File: src/rtl/seq_alu_pkg.sv
// Shared opcodes and FSM state type for seq_alu.
// SEQ_ALU_MULDIV_EN widens the legal opcode range to include MUL/DIVU/REMU.
package seq_alu_pkg;

  localparam logic [4:0] OP_ADD    = 5'd0;
  localparam logic [4:0] OP_SUB    = 5'd1;
  localparam logic [4:0] OP_AND    = 5'd2;
  localparam logic [4:0] OP_OR     = 5'd3;
  localparam logic [4:0] OP_XOR    = 5'd4;
  localparam logic [4:0] OP_NOR    = 5'd5;
  localparam logic [4:0] OP_NOT    = 5'd6;
  localparam logic [4:0] OP_SLL    = 5'd7;
  localparam logic [4:0] OP_SRL    = 5'd8;
  localparam logic [4:0] OP_SRA    = 5'd9;
  localparam logic [4:0] OP_INC    = 5'd10;
  localparam logic [4:0] OP_DEC    = 5'd11;
  localparam logic [4:0] OP_SLT    = 5'd12;
  localparam logic [4:0] OP_SGT    = 5'd13;
  localparam logic [4:0] OP_LUI    = 5'd14;
  localparam logic [4:0] OP_POPCNT = 5'd15;
  localparam logic [4:0] OP_MUL    = 5'd16;
  localparam logic [4:0] OP_DIVU   = 5'd17;
  localparam logic [4:0] OP_REMU   = 5'd18;

`ifdef SEQ_ALU_MULDIV_EN
  localparam logic [4:0] OP_LAST_LEGAL = OP_REMU;
`else
  localparam logic [4:0] OP_LAST_LEGAL = OP_POPCNT;
`endif

  typedef enum logic [1:0] {IDLE, EXEC, DONE} state_t;

endpackage

File: src/rtl/seq_alu_comb.sv
// Single-cycle ALU functions (opcodes 0-15); legality is decided by the caller.
module seq_alu_comb
  import seq_alu_pkg::*;
#(
  parameter int N = 32
) (
  input  logic [N-1:0] i_a,
  input  logic [N-1:0] i_b,
  input  logic [4:0]   i_cmd,
  output logic [N-1:0] o_z
);

  localparam int SHW = $clog2(N);

  logic [SHW-1:0] w_sh;
  logic [N-1:0]   w_pop;

  assign w_sh = i_b[SHW-1:0];

  always_comb begin
    w_pop = '0;
    for (int i = 0; i < N; i++) begin
      w_pop = w_pop + N'(i_a[i]);
    end
  end

  always_comb begin
    o_z = '0;
    case (i_cmd)
      OP_ADD:    o_z = i_a + i_b;
      OP_SUB:    o_z = i_a - i_b;
      OP_AND:    o_z = i_a & i_b;
      OP_OR:     o_z = i_a | i_b;
      OP_XOR:    o_z = i_a ^ i_b;
      OP_NOR:    o_z = ~(i_a | i_b);
      OP_NOT:    o_z = ~i_a;
      OP_SLL:    o_z = i_a << w_sh;
      OP_SRL:    o_z = i_a >> w_sh;
      OP_SRA:    o_z = $signed(i_a) >>> w_sh;
      OP_INC:    o_z = i_a + 1'b1;
      OP_DEC:    o_z = i_a - 1'b1;
      OP_SLT:    o_z = N'($signed(i_a) < $signed(i_b));
      OP_SGT:    o_z = N'($signed(i_a) > $signed(i_b));
      OP_LUI:    o_z = i_a << (N / 2);
      OP_POPCNT: o_z = w_pop;
      default:   o_z = '0;
    endcase
  end

endmodule

File: src/rtl/seq_alu.sv
// Handshaked multi-cycle ALU: single-cycle ops plus an iterative MUL/DIVU/REMU
// engine that is only built when SEQ_ALU_MULDIV_EN is defined.
module seq_alu
  import seq_alu_pkg::*;
#(
  parameter int N   = 32,
  parameter int SHW = $clog2(N)
) (
  input  logic         clk,
  input  logic         rst,
  input  logic         in_valid,
  output logic         in_ready,
  input  logic [N-1:0] A,
  input  logic [N-1:0] B,
  input  logic [4:0]   CMD,
  output logic         out_valid,
  input  logic         out_ready,
  output logic [N-1:0] Z,
  output logic         zero,
  output logic         err
);

  state_t       r_state, w_state_nxt;
  logic [N-1:0] r_z;
  logic         r_err;

  logic [N-1:0] w_comb_z;
  logic [N-1:0] w_z_single;
  logic         w_err_single;
  logic         w_accept;
  logic         w_go_exec;
  logic         w_exec_done;
  logic [N-1:0] w_res;

  seq_alu_comb #(.N(N)) u_comb (
    .i_a   (A),
    .i_b   (B),
    .i_cmd (CMD),
    .o_z   (w_comb_z)
  );

  assign w_accept = in_valid && (r_state == IDLE);

  // Results that complete in the accept cycle, including divide-by-zero.
  always_comb begin
    w_z_single   = '0;
    w_err_single = 1'b1;
    if (CMD <= OP_POPCNT) begin
      w_z_single   = w_comb_z;
      w_err_single = 1'b0;
    end
`ifdef SEQ_ALU_MULDIV_EN
    else if (CMD == OP_DIVU) begin
      w_z_single = '1;
    end else if (CMD == OP_REMU) begin
      w_z_single = A;
    end
`endif
  end

`ifdef SEQ_ALU_MULDIV_EN
  localparam int CW = SHW + 1;

  logic [CW-1:0] r_cnt;
  logic [4:0]    r_op;
  logic [N-1:0]  r_p;   // product accumulator / partial remainder
  logic [N-1:0]  r_x;   // shifting multiplicand / dividend becoming quotient
  logic [N-1:0]  r_y;   // shifting multiplier / divisor
  logic [N:0]    w_rem_sh;
  logic [N-1:0]  w_diff;
  logic          w_fits;

  assign w_go_exec   = (CMD == OP_MUL) ||
                       (((CMD == OP_DIVU) || (CMD == OP_REMU)) && (B != '0));
  assign w_exec_done = (r_state == EXEC) && (r_cnt == '0);
  assign w_rem_sh    = {r_p, r_x[N-1]};
  assign w_fits      = w_rem_sh >= {1'b0, r_y};
  assign w_diff      = w_rem_sh[N-1:0] - r_y;
  assign w_res       = (r_op == OP_DIVU) ? r_x : r_p;

  always_ff @(posedge clk) begin
    if (rst) begin
      r_cnt <= '0;
      r_op  <= OP_ADD;
      r_p   <= '0;
      r_x   <= '0;
      r_y   <= '0;
    end else if (w_accept && w_go_exec) begin
      r_cnt <= CW'(N);
      r_op  <= CMD;
      r_p   <= '0;
      r_x   <= A;
      r_y   <= B;
    end else if ((r_state == EXEC) && (r_cnt != '0)) begin
      r_cnt <= r_cnt - 1'b1;
      if (r_op == OP_MUL) begin
        r_p <= r_p + (r_y[0] ? r_x : '0);
        r_x <= r_x << 1;
        r_y <= r_y >> 1;
      end else begin
        r_p <= w_fits ? w_diff : w_rem_sh[N-1:0];
        r_x <= {r_x[N-2:0], w_fits};
      end
    end
  end
`else
  assign w_go_exec   = 1'b0;
  assign w_exec_done = 1'b0;
  assign w_res       = '0;
`endif

  always_comb begin
    w_state_nxt = r_state;
    case (r_state)
      IDLE: if (w_accept) w_state_nxt = w_go_exec ? EXEC : DONE;
      EXEC: if (w_exec_done) w_state_nxt = DONE;
      DONE: if (out_ready) w_state_nxt = IDLE;
      default: w_state_nxt = IDLE;
    endcase
  end

  always_ff @(posedge clk) begin
    if (rst) begin
      r_state <= IDLE;
      r_z     <= '0;
      r_err   <= 1'b0;
    end else begin
      r_state <= w_state_nxt;
      if (w_accept && !w_go_exec) begin
        r_z   <= w_z_single;
        r_err <= w_err_single;
      end else if (w_exec_done) begin
        r_z   <= w_res;
        r_err <= 1'b0;
      end
    end
  end

  assign in_ready  = (r_state == IDLE);
  assign out_valid = (r_state == DONE);
  assign Z         = r_z;
  assign err       = r_err;
  // Qualified by DONE so the idle/reset value of zero stays low.
  assign zero      = (r_state == DONE) && (r_z == '0);

endmodule
File: config.mk
export PLATFORM = sky130hd
export DESIGN_NAME = seq_alu
export DESIGN_NICKNAME = d
export VERILOG_FILES = /design/src/rtl/seq_alu_pkg.sv /design/src/rtl/seq_alu_comb.sv /design/src/rtl/seq_alu.sv
export SDC_FILE = /design/constraint.sdc
export NUM_CORES = 1
export LEC_CHECK = 0
export BUFFER_PORTS_ARGS = -buffer_cell sky130_fd_sc_hd__buf_2
export CAP_MARGIN = 20
export CORE_UTILIZATION = 37
export DETAILED_ROUTE_END_ITERATION = 16
export GPL_ROUTABILITY_DRIVEN = 1
export SETUP_SLACK_MARGIN = 0.15
export SLEW_MARGIN = 5
export SYNTH_ARGS = -nofsm -noshare
export SYNTH_HDL_FRONTEND = slang
export SYNTH_HIERARCHICAL = 1
export SYNTH_SLANG_ARGS = --single-unit
File: constraint.sdc
create_clock -name clk -period 6.03 [get_ports clk]
set_clock_uncertainty 0.1 [all_clocks]
set_input_delay 0.603 -clock clk [delete_from_list [all_inputs] [get_ports clk]]
set_output_delay 0.603 -clock clk [all_outputs]
set_load 0.01 [all_outputs]
==> summary.md, run 1 <==
| Metric | Value |
|---|---|
| Antenna Nets Post-Route | `0` |
| Class of the most critical setup path | `in -> reg` |
| MaxCap Viol Count | `0` |
| GR Overflow Total | `0` |
| Core Rows | `67` |
| Total global-route track usage | `0.336` |
| Post-Synth Simple-Gate Area | `0.220` |
| Cell Pwr Density | `163 mW/mm2` |
| Final setup viols | `0` |
| Largest area contributor in the netlist | `ha_1` |
| Hold-fix buffers at CTS | `0` |
| Yosys warnings | `6` |
| Via count | `14400` |
| Vias in the first global route | `13800` |
| Synth Area in XOR/XNOR | `0.0509` |
| Clock-pin slew on the worst setup and hold paths | `0.06 ns` |
| Die area | `0.0351 mm2` |
| Die H | `187 um` |
| Synth unique cells | `93` |
| Routed length on met1 | `25.0 mm` |
| Main combinational cell family by area after synthesis | `compound AO/OA/AOI/OAI gates` |
| Crit Path Max Fanout | `2` |
| Commonest cells in the netlist | `nor2_1 (201), nand2_1 (145), o21ai_0 (145)` |
| Area grow syn2layout | `10.7%` |
| Core area | `0.0337 mm2` |
| Worst-skew pair later-pin latency | `0.29 ns` |
| WL met3 | `4.60 mm` |
| DP HPWL | `46.7 mm` |
| Largest cells by area after synthesis | `ha_1 (13%), mux4_2 (8.0%), nor2_1 (5.9%), o21ai_0 (5.7%), a21oi_1 (5.7%)` |
| First-pass GRT wire length | `89.4 mm` |
| Top layer used by detailed routing | `met4` |
| Drt wl/cell | `26.4 um` |
| Synth Area in Adders | `0.176` |
| Layout cells sized above 1 | `0.188` |
| DR WL met2 | `26.9 mm` |
| Prevailing post-synth register cell | `dfxtp_1` |
| Count leader, synth | `nor2_1` |
| Leakage | `5.98 nW` |
| Initial antenna violation count | `0` |
| Number of synthesized flops with an enable pin | `0` |
| 1st-pass router iterations | `5` |
| Placed insts | `2253` |
| Root Driver | `clkbuf_16` |
| Final Hold Viols | `0` |
| Synth Register Bits | `34` |
| Crit start category | `primary input` |
| Synth top area share | `0.135` |
| Critical path endpoint category | `flop` |
| Gpl congestion | `1.02` |
| Async S/R FF share, synth | `0` |
| Post-Syn Area | `0.0127 mm2` |
| TritonCTS clock tree | `built` |
| Post-route insts no fill | `2267` |
| # diodes | `0` |
| Rel. slew slack | `0.285` |
| Mean Syn Cell Area | `7.31 um2` |
| Largest net degree at the start of global routing | `63` |
| Port Buf Inserts | `108` |
| WL final | `59.8 mm` |
| Effective utilization at floorplan | `0.377` |
| Worst hold path class | `reg -> reg` |
| H-tree Lvls | `2` |
| Fin crit share | `0.968` |
| Status | `completed` |
| Fmax | `171 MHz` |
| Crit path arrival time | `5.88 ns` |
| Die Wd | `187 um` |
| RSZ-0062 raised after global routing | `true` |
| # DRC | `0` |
| Final Max Slew Viols | `0` |
| CTS Sinks | `34` |
| Nets@finish | `2054` |
| Critical Path RT | `6.07 ns` |
| I/O pin cnt | `109` |
| Synth Area in Compound Gates | `0.290` |
| Slew @ Worst Pin | `1.07 ns` |
| Via-to-Cell Ratio | `6.37` |
| 1st-iter DRT viols | `1544` |
| Post-synthesis cell count | `1740` |
| CTS Buf Count | `5` |
| Tmin final | `5.84 ns` |
| VDD IR max | `0.224 mV` |
| CTS Buffer Depth | `2` |
| Seq/Total Area, Yosys | `0.0535` |
| Syn_nets | `1976` |
| Mux cell area share after synthesis | `0.124` |
| Finished Core Util | `0.418` |
[worst paths after layout]
kind | to | start | slack (ns) | depth (start not counted)
setup / recovery | Z[2]$_SDFFE_PP0P_ | A[27] | 0.19 | 21
hold / removal | err$_SDFFE_PP0P_ | err$_SDFFE_PP0P_ | 0.36 | 2
hold reg to reg | err$_SDFFE_PP0P_ | err$_SDFFE_PP0P_ | 0.36 | 2
setup reg to reg | Z[30]$_SDFFE_PP0P_ | r_state[1]$_SDFFE_PP0P_ | 4.25 | 3
[through the flow]
| stage | cell area (um2) | total power [mW] | hold WS (ns) | setup slack [ns] | TNS [ns] |
|---|---|---|---|---|---|
| finish | 14100 | 2.29 | 0.358 | 0.193 | 0 |
| global route | 14100 | 2.50 | 0.382 | 0.0437 | 0 |
| CTS | 14000 | 2.21 | 0.356 | 0.187 | 0 |
| detailed placement | 13800 | 1.93 | 0.348 | -0.259 | -0.453 |
| global placement | 13800 | 1.92 | 0.345 | -0.180 | -0.354 |
| floorplan | 12700 | 1.43 | 0.381 | 0.194 | 0 |
[registers in the layout, indices dropped and copies added, names as in the netlist]
signal,cells
Z,32
r_state,1
err,1
[timing repair]
action / 4_1_cts / 5_1_grt
pin swaps: 2 / 14
setup buffers: 0 / 5
cloned: 0 / 0
gates resized for setup: 2 / 19
setup endpoints to repair: 2 / 2
[layer usage]
metal | GRT usage | up-vias
li1 | - | 6550
met1 | 0.439 | 7008
met2 | 0.537 | 728
met3 | 0.0533 | 155
met4 | 0.162 | 0
met5 | 0 | -
[critical path: stages]
cell and delay (ns):
buf_2 0.11, inv_2 0.06, fa_2 0.48, fa_1 0.60, inv_1 0.07, fa_1 0.49, inv_2 0.04, fa_1 0.46
fa_1 0.50, fa_1 0.53, fa_2 0.42, fa_2 0.37, buf_6 0.12, xor2_1 0.13, nor2_1 0.07, a311oi_2 0.26
o2111ai_1 0.15, a21oi_1 0.15, o21ai_1 0.09, nand3b_2 0.10, a21oi_2 0.06
[power breakdown]
group	internal (mW)	switching, mW	total [mW]
sequential	0.232	0.00822	0.241
clock	0.164	0.104	0.268
combinational	0.734	1.05	1.78
total	1.13	1.16	2.29
[placed cells by master, fill, tap and decap left out, types with 16 or more instances in the layout]
cell type | synthesis | routed
o22ai_1 | 16 | 16
xor2_1 | 17 | 17
mux4_2 | 45 | 45
o221ai_1 | 17 | 17
nand3b_2 | 19 | 19
nand4_1 | 20 | 20
ha_1 | 137 | 137
nor4_1 | 17 | 16
buf_2 | 15 | 104
a21oi_2 | 21 | 21
nand2_1 | 145 | 145
nor3_1 | 34 | 32
nor2_1 | 201 | 200
a211oi_1 | 28 | 28
nand2b_1 | 18 | 18
xnor2_1 | 55 | 55
mux2i_1 | 40 | 40
o21ai_0 | 145 | 144
a221oi_1 | 20 | 20
nand3_1 | 27 | 27
buf_4 | 9 | 83
o211ai_1 | 21 | 21
dfxtp_1 | 34 | 34
fa_1 | 26 | 23
inv_1 | 127 | 120
a21oi_1 | 144 | 144
[final cells by class]
class	count	area, um2
clock buffer	7	143
sequential	34	681
timing repair buffer	191	1190
inverter	129	487
clock inverter	1	5.00
fill	3659	19600
tap	448	561
multi-input combinational	1457	11000
[cells by family after synthesis]
| group | count (synthesis) |
|---|---|
| flops | 34 |
| xor+xnor | 73 |
| mux | 100 |
| compound gates | 563 |
| fa+ha+maj | 163 |
| buf+inv | 249 |
| simple gates | 558 |
Note: power is estimated with default switching activity, not from simulation.
==> inputs of run 2 (changes only) <==
--- a/config.mk
+++ b/config.mk
@@ -10,6 +10,7 @@
 export CORE_UTILIZATION = 37
 export DETAILED_ROUTE_END_ITERATION = 16
 export GPL_ROUTABILITY_DRIVEN = 1
+export MAX_ROUTING_LAYER = met4
 export SETUP_SLACK_MARGIN = 0.15
 export SLEW_MARGIN = 5
 export SYNTH_ARGS = -nofsm -noshare
==> run 2 against run 1 <==
Effect of this change:
- power rose by 2.0%
- sequential cell count did not move
- final cell count about the same
- non-clock buffer count up 1
- critical path depth unchanged
- largest cell class unchanged
- highest routed layer unchanged
==> summary.md, run 2 (synthesized netlist as in run 1, its figures left out) <==
| Metric | Value |
|---|---|
| # DRC | `0 (unchanged)` |
| Final Hold Viols | `0 (unchanged)` |
| Worst Slack Setup Final | `0.283 ns (+0.0902 ns)` |
| Via-to-Cell Ratio | `6.41 (+0.57%)` |
| Cell Pwr Density | `166 mW/mm2 (+1.9%)` |
| Area grow syn2layout | `10.8%` |
| First-pass GRT wire length | `90.4 mm (+1.1%)` |
| Met1 global-route usage | `0.452 (+0.0133)` |
| Worst hold path class | `reg -> reg` |
| Vias in the first global route | `13600 (-1.6%)` |
| Combinational Power Share | `0.779 (about the same)` |
| I/O pin cnt | `109 (unchanged)` |
| Crit start category | `primary input` |
| CTS Buf Count | `5 (unchanged)` |
| Clock Power Share | `0.118 (about the same)` |
| Effective utilization at floorplan | `0.377 (unchanged)` |
| Met2 Use GR | `0.556 (+0.0189)` |
| Critical path endpoint category | `flop` |
| Crit Path Max Fanout | `2 (unchanged)` |
| # diodes | `0 (unchanged)` |
| DP HPWL | `47.9 mm (+2.6%)` |
| CTS Buffer Depth | `2 (unchanged)` |
| Largest net degree at the start of global routing | `64 (+1.6%)` |
| Final setup viols | `0 (unchanged)` |
| Fin crit share | `0.953 (-0.0150)` |
| H-tree Lvls | `2 (unchanged)` |
| Most crowded layer after global routing | `met2` |
| Net Sw Frac | `0.511 (+0.00467)` |
| Via count | `14500 (+0.61%)` |
| Root Driver | `clkbuf_16` |
| Die Wd | `187 um (unchanged)` |
| Nets@finish | `2055 (+0.049%)` |
| Hold-fix buffers at CTS | `0 (unchanged)` |
| Port Buf Inserts | `108 (unchanged)` |
| Fillers | `3588 (-1.9%)` |
| Core area | `0.0337 mm2 (unchanged)` |
| 1st-iter DRT viols | `1716 (+11%)` |
| Most common cell after layout, fill and taps aside | `nor2_1` |
| Clock-pin slew on the worst setup and hold paths | `0.07 ns (about the same)` |
| Slew @ Worst Pin | `1.04 ns (-0.0303 ns)` |
| TritonCTS clock tree | `built` |
| Post-layout power | `2.34 mW (+2.0%)` |
| Max reg flops | `32 (unchanged)` |
| Most frequent cells in the layout | `nor2_1 (200), nand2_1 (145), a21oi_1 (144), o21ai_0 (144), ha_1 (137)` |
| Post-route insts no fill | `2268 (+0.044%)` |
| Crit path arrival time | `5.79 ns (-0.09 ns)` |
| Antenna Nets Post-Route | `0 (unchanged)` |
| Worst-skew pair later-pin latency | `0.29 ns (about the same)` |
| RSZ-0062 raised after global routing | `true` |
| WL final | `61.3 mm (+2.5%)` |
| Fmax | `174 MHz (+1.6%)` |
| Initial antenna violation count | `0 (unchanged)` |
| GR Overflow Total | `0 (unchanged)` |
| VDD IR max | `0.228 mV (+2.0%)` |
| Met3 Track Usage GR | `0.0411 (-0.0122)` |
| Tmin final | `5.75 ns (-0.0902 ns)` |
| Drt wl/cell | `27.0 um (+2.5%)` |
| Placed insts | `2258 (+0.22%)` |
| Die H | `187 um (unchanged)` |
| Final Max Slew Viols | `0 (unchanged)` |
| Layout cells sized above 1 | `0.189 (+0.000996)` |
| Critical Path RT | `6.08 ns (about the same)` |
| Leakage | `5.99 nW (+0.13%)` |
| Total global-route track usage | `0.353 (+0.0178)` |
| MaxCap Viol Count | `0 (unchanged)` |
| Gpl congestion | `1.06 (+3.9%)` |
| Status | `completed` |
| CTS Sinks | `34 (unchanged)` |
| Rel. slew slack | `0.305 (+0.0203)` |
| 1st-pass router iterations | `7 (+2)` |
| Core Rows | `67 (unchanged)` |
| Pint | `1.14 mW (+1.1%)` |
| Class of the most critical setup path | `in -> reg` |
| Switching pwr | `1.19 mW (+3.0%)` |
| Reg power frac | `0.103 (-0.002)` |
| Die area | `0.0351 mm2 (unchanged)` |
| Place WS | `-0.270 ns (-0.0117 ns)` |
run 2: power groups by stage:
stage	clock network, mW	logic (mW)	registers (mW)
6_report	0.275	1.82	0.240
5_1_grt	0.292	2.00	0.241
4_1_cts	0.278	1.73	0.240
3_5_place_dp	0	1.71	0.245
3_3_place_gp	0	1.69	0.245
2_1_floorplan	0	1.18	0.246
run 2: what timing repair did:
action,in CTS,in global routing
pin swaps,2,6
gates resized for setup,2,15
setup endpoints to repair,2,3
hold endpoints to repair,0,0
buffers inserted,0,2
run 2: final cells by class:
class | instances | area [um2] | share of cell area
sequential | 34 | 681 | 0.0483
multi-input combinational | 1457 | 11000 | 0.781
clock buffer | 6 | 139 | 0.00986
clock inverter | 2 | 12.5 | 0.000888
timing repair buffer | 192 | 1200 | 0.0853
inverter | 129 | 484 | 0.0344
tap | 448 | 561 | 0.0398
run 2: per-layer routing:
| metal | vias to the layer above | part of all wire |
|---|---|---|
| li1 | 6559 | - |
| met1 | 7009 | 0.41 |
| met2 | 792 | 0.45 |
| met3 | 169 | 0.082 |
| met4 | 0 | 0.055 |
| met5 | - | 0 |
run 2: final timing paths:
kind | start | to | slack [ns] | cells after the start
max | A[25] | Z[2]$_SDFFE_PP0P_ | 0.28 | 21
min | Z[24]$_SDFFE_PP0P_ | Z[24]$_SDFFE_PP0P_ | 0.36 | 2
max reg2reg | r_state[1]$_SDFFE_PP0P_ | Z[30]$_SDFFE_PP0P_ | 4.30 | 3
min reg2reg | Z[24]$_SDFFE_PP0P_ | Z[24]$_SDFFE_PP0P_ | 0.36 | 2
run 2: per-stage QoR:
| step | hold slack, ns | cell area (um2) | setup TNS, ns | utilization |
|---|---|---|---|---|
| floorplan | 0.381 | 12700 | 0 | - |
| global placement | 0.346 | 13900 | -0.373 | 0.412 |
| detailed placement | 0.354 | 13900 | -0.497 | 0.412 |
| CTS | 0.362 | 14000 | 0 | 0.417 |
| global route | 0.395 | 14100 | 0 | 0.418 |
| finish | 0.358 | 14100 | 0 | 0.418 |
run 2: worst max-delay path, cell delays in order:
cell       delay [ns]
buf_2            0.10
inv_2            0.04
fa_2             0.51
fa_1             0.59
inv_1            0.07
fa_1             0.50
inv_2            0.05
fa_1             0.52
fa_1             0.43
fa_1             0.47
fa_2             0.38
fa_2             0.42
buf_6            0.13
xor2_2           0.11
nor2_1           0.07
a311oi_2         0.25
o2111ai_1        0.14
a21oi_1          0.15
o21ai_1          0.09
nand3b_2         0.10
a21oi_2          0.05
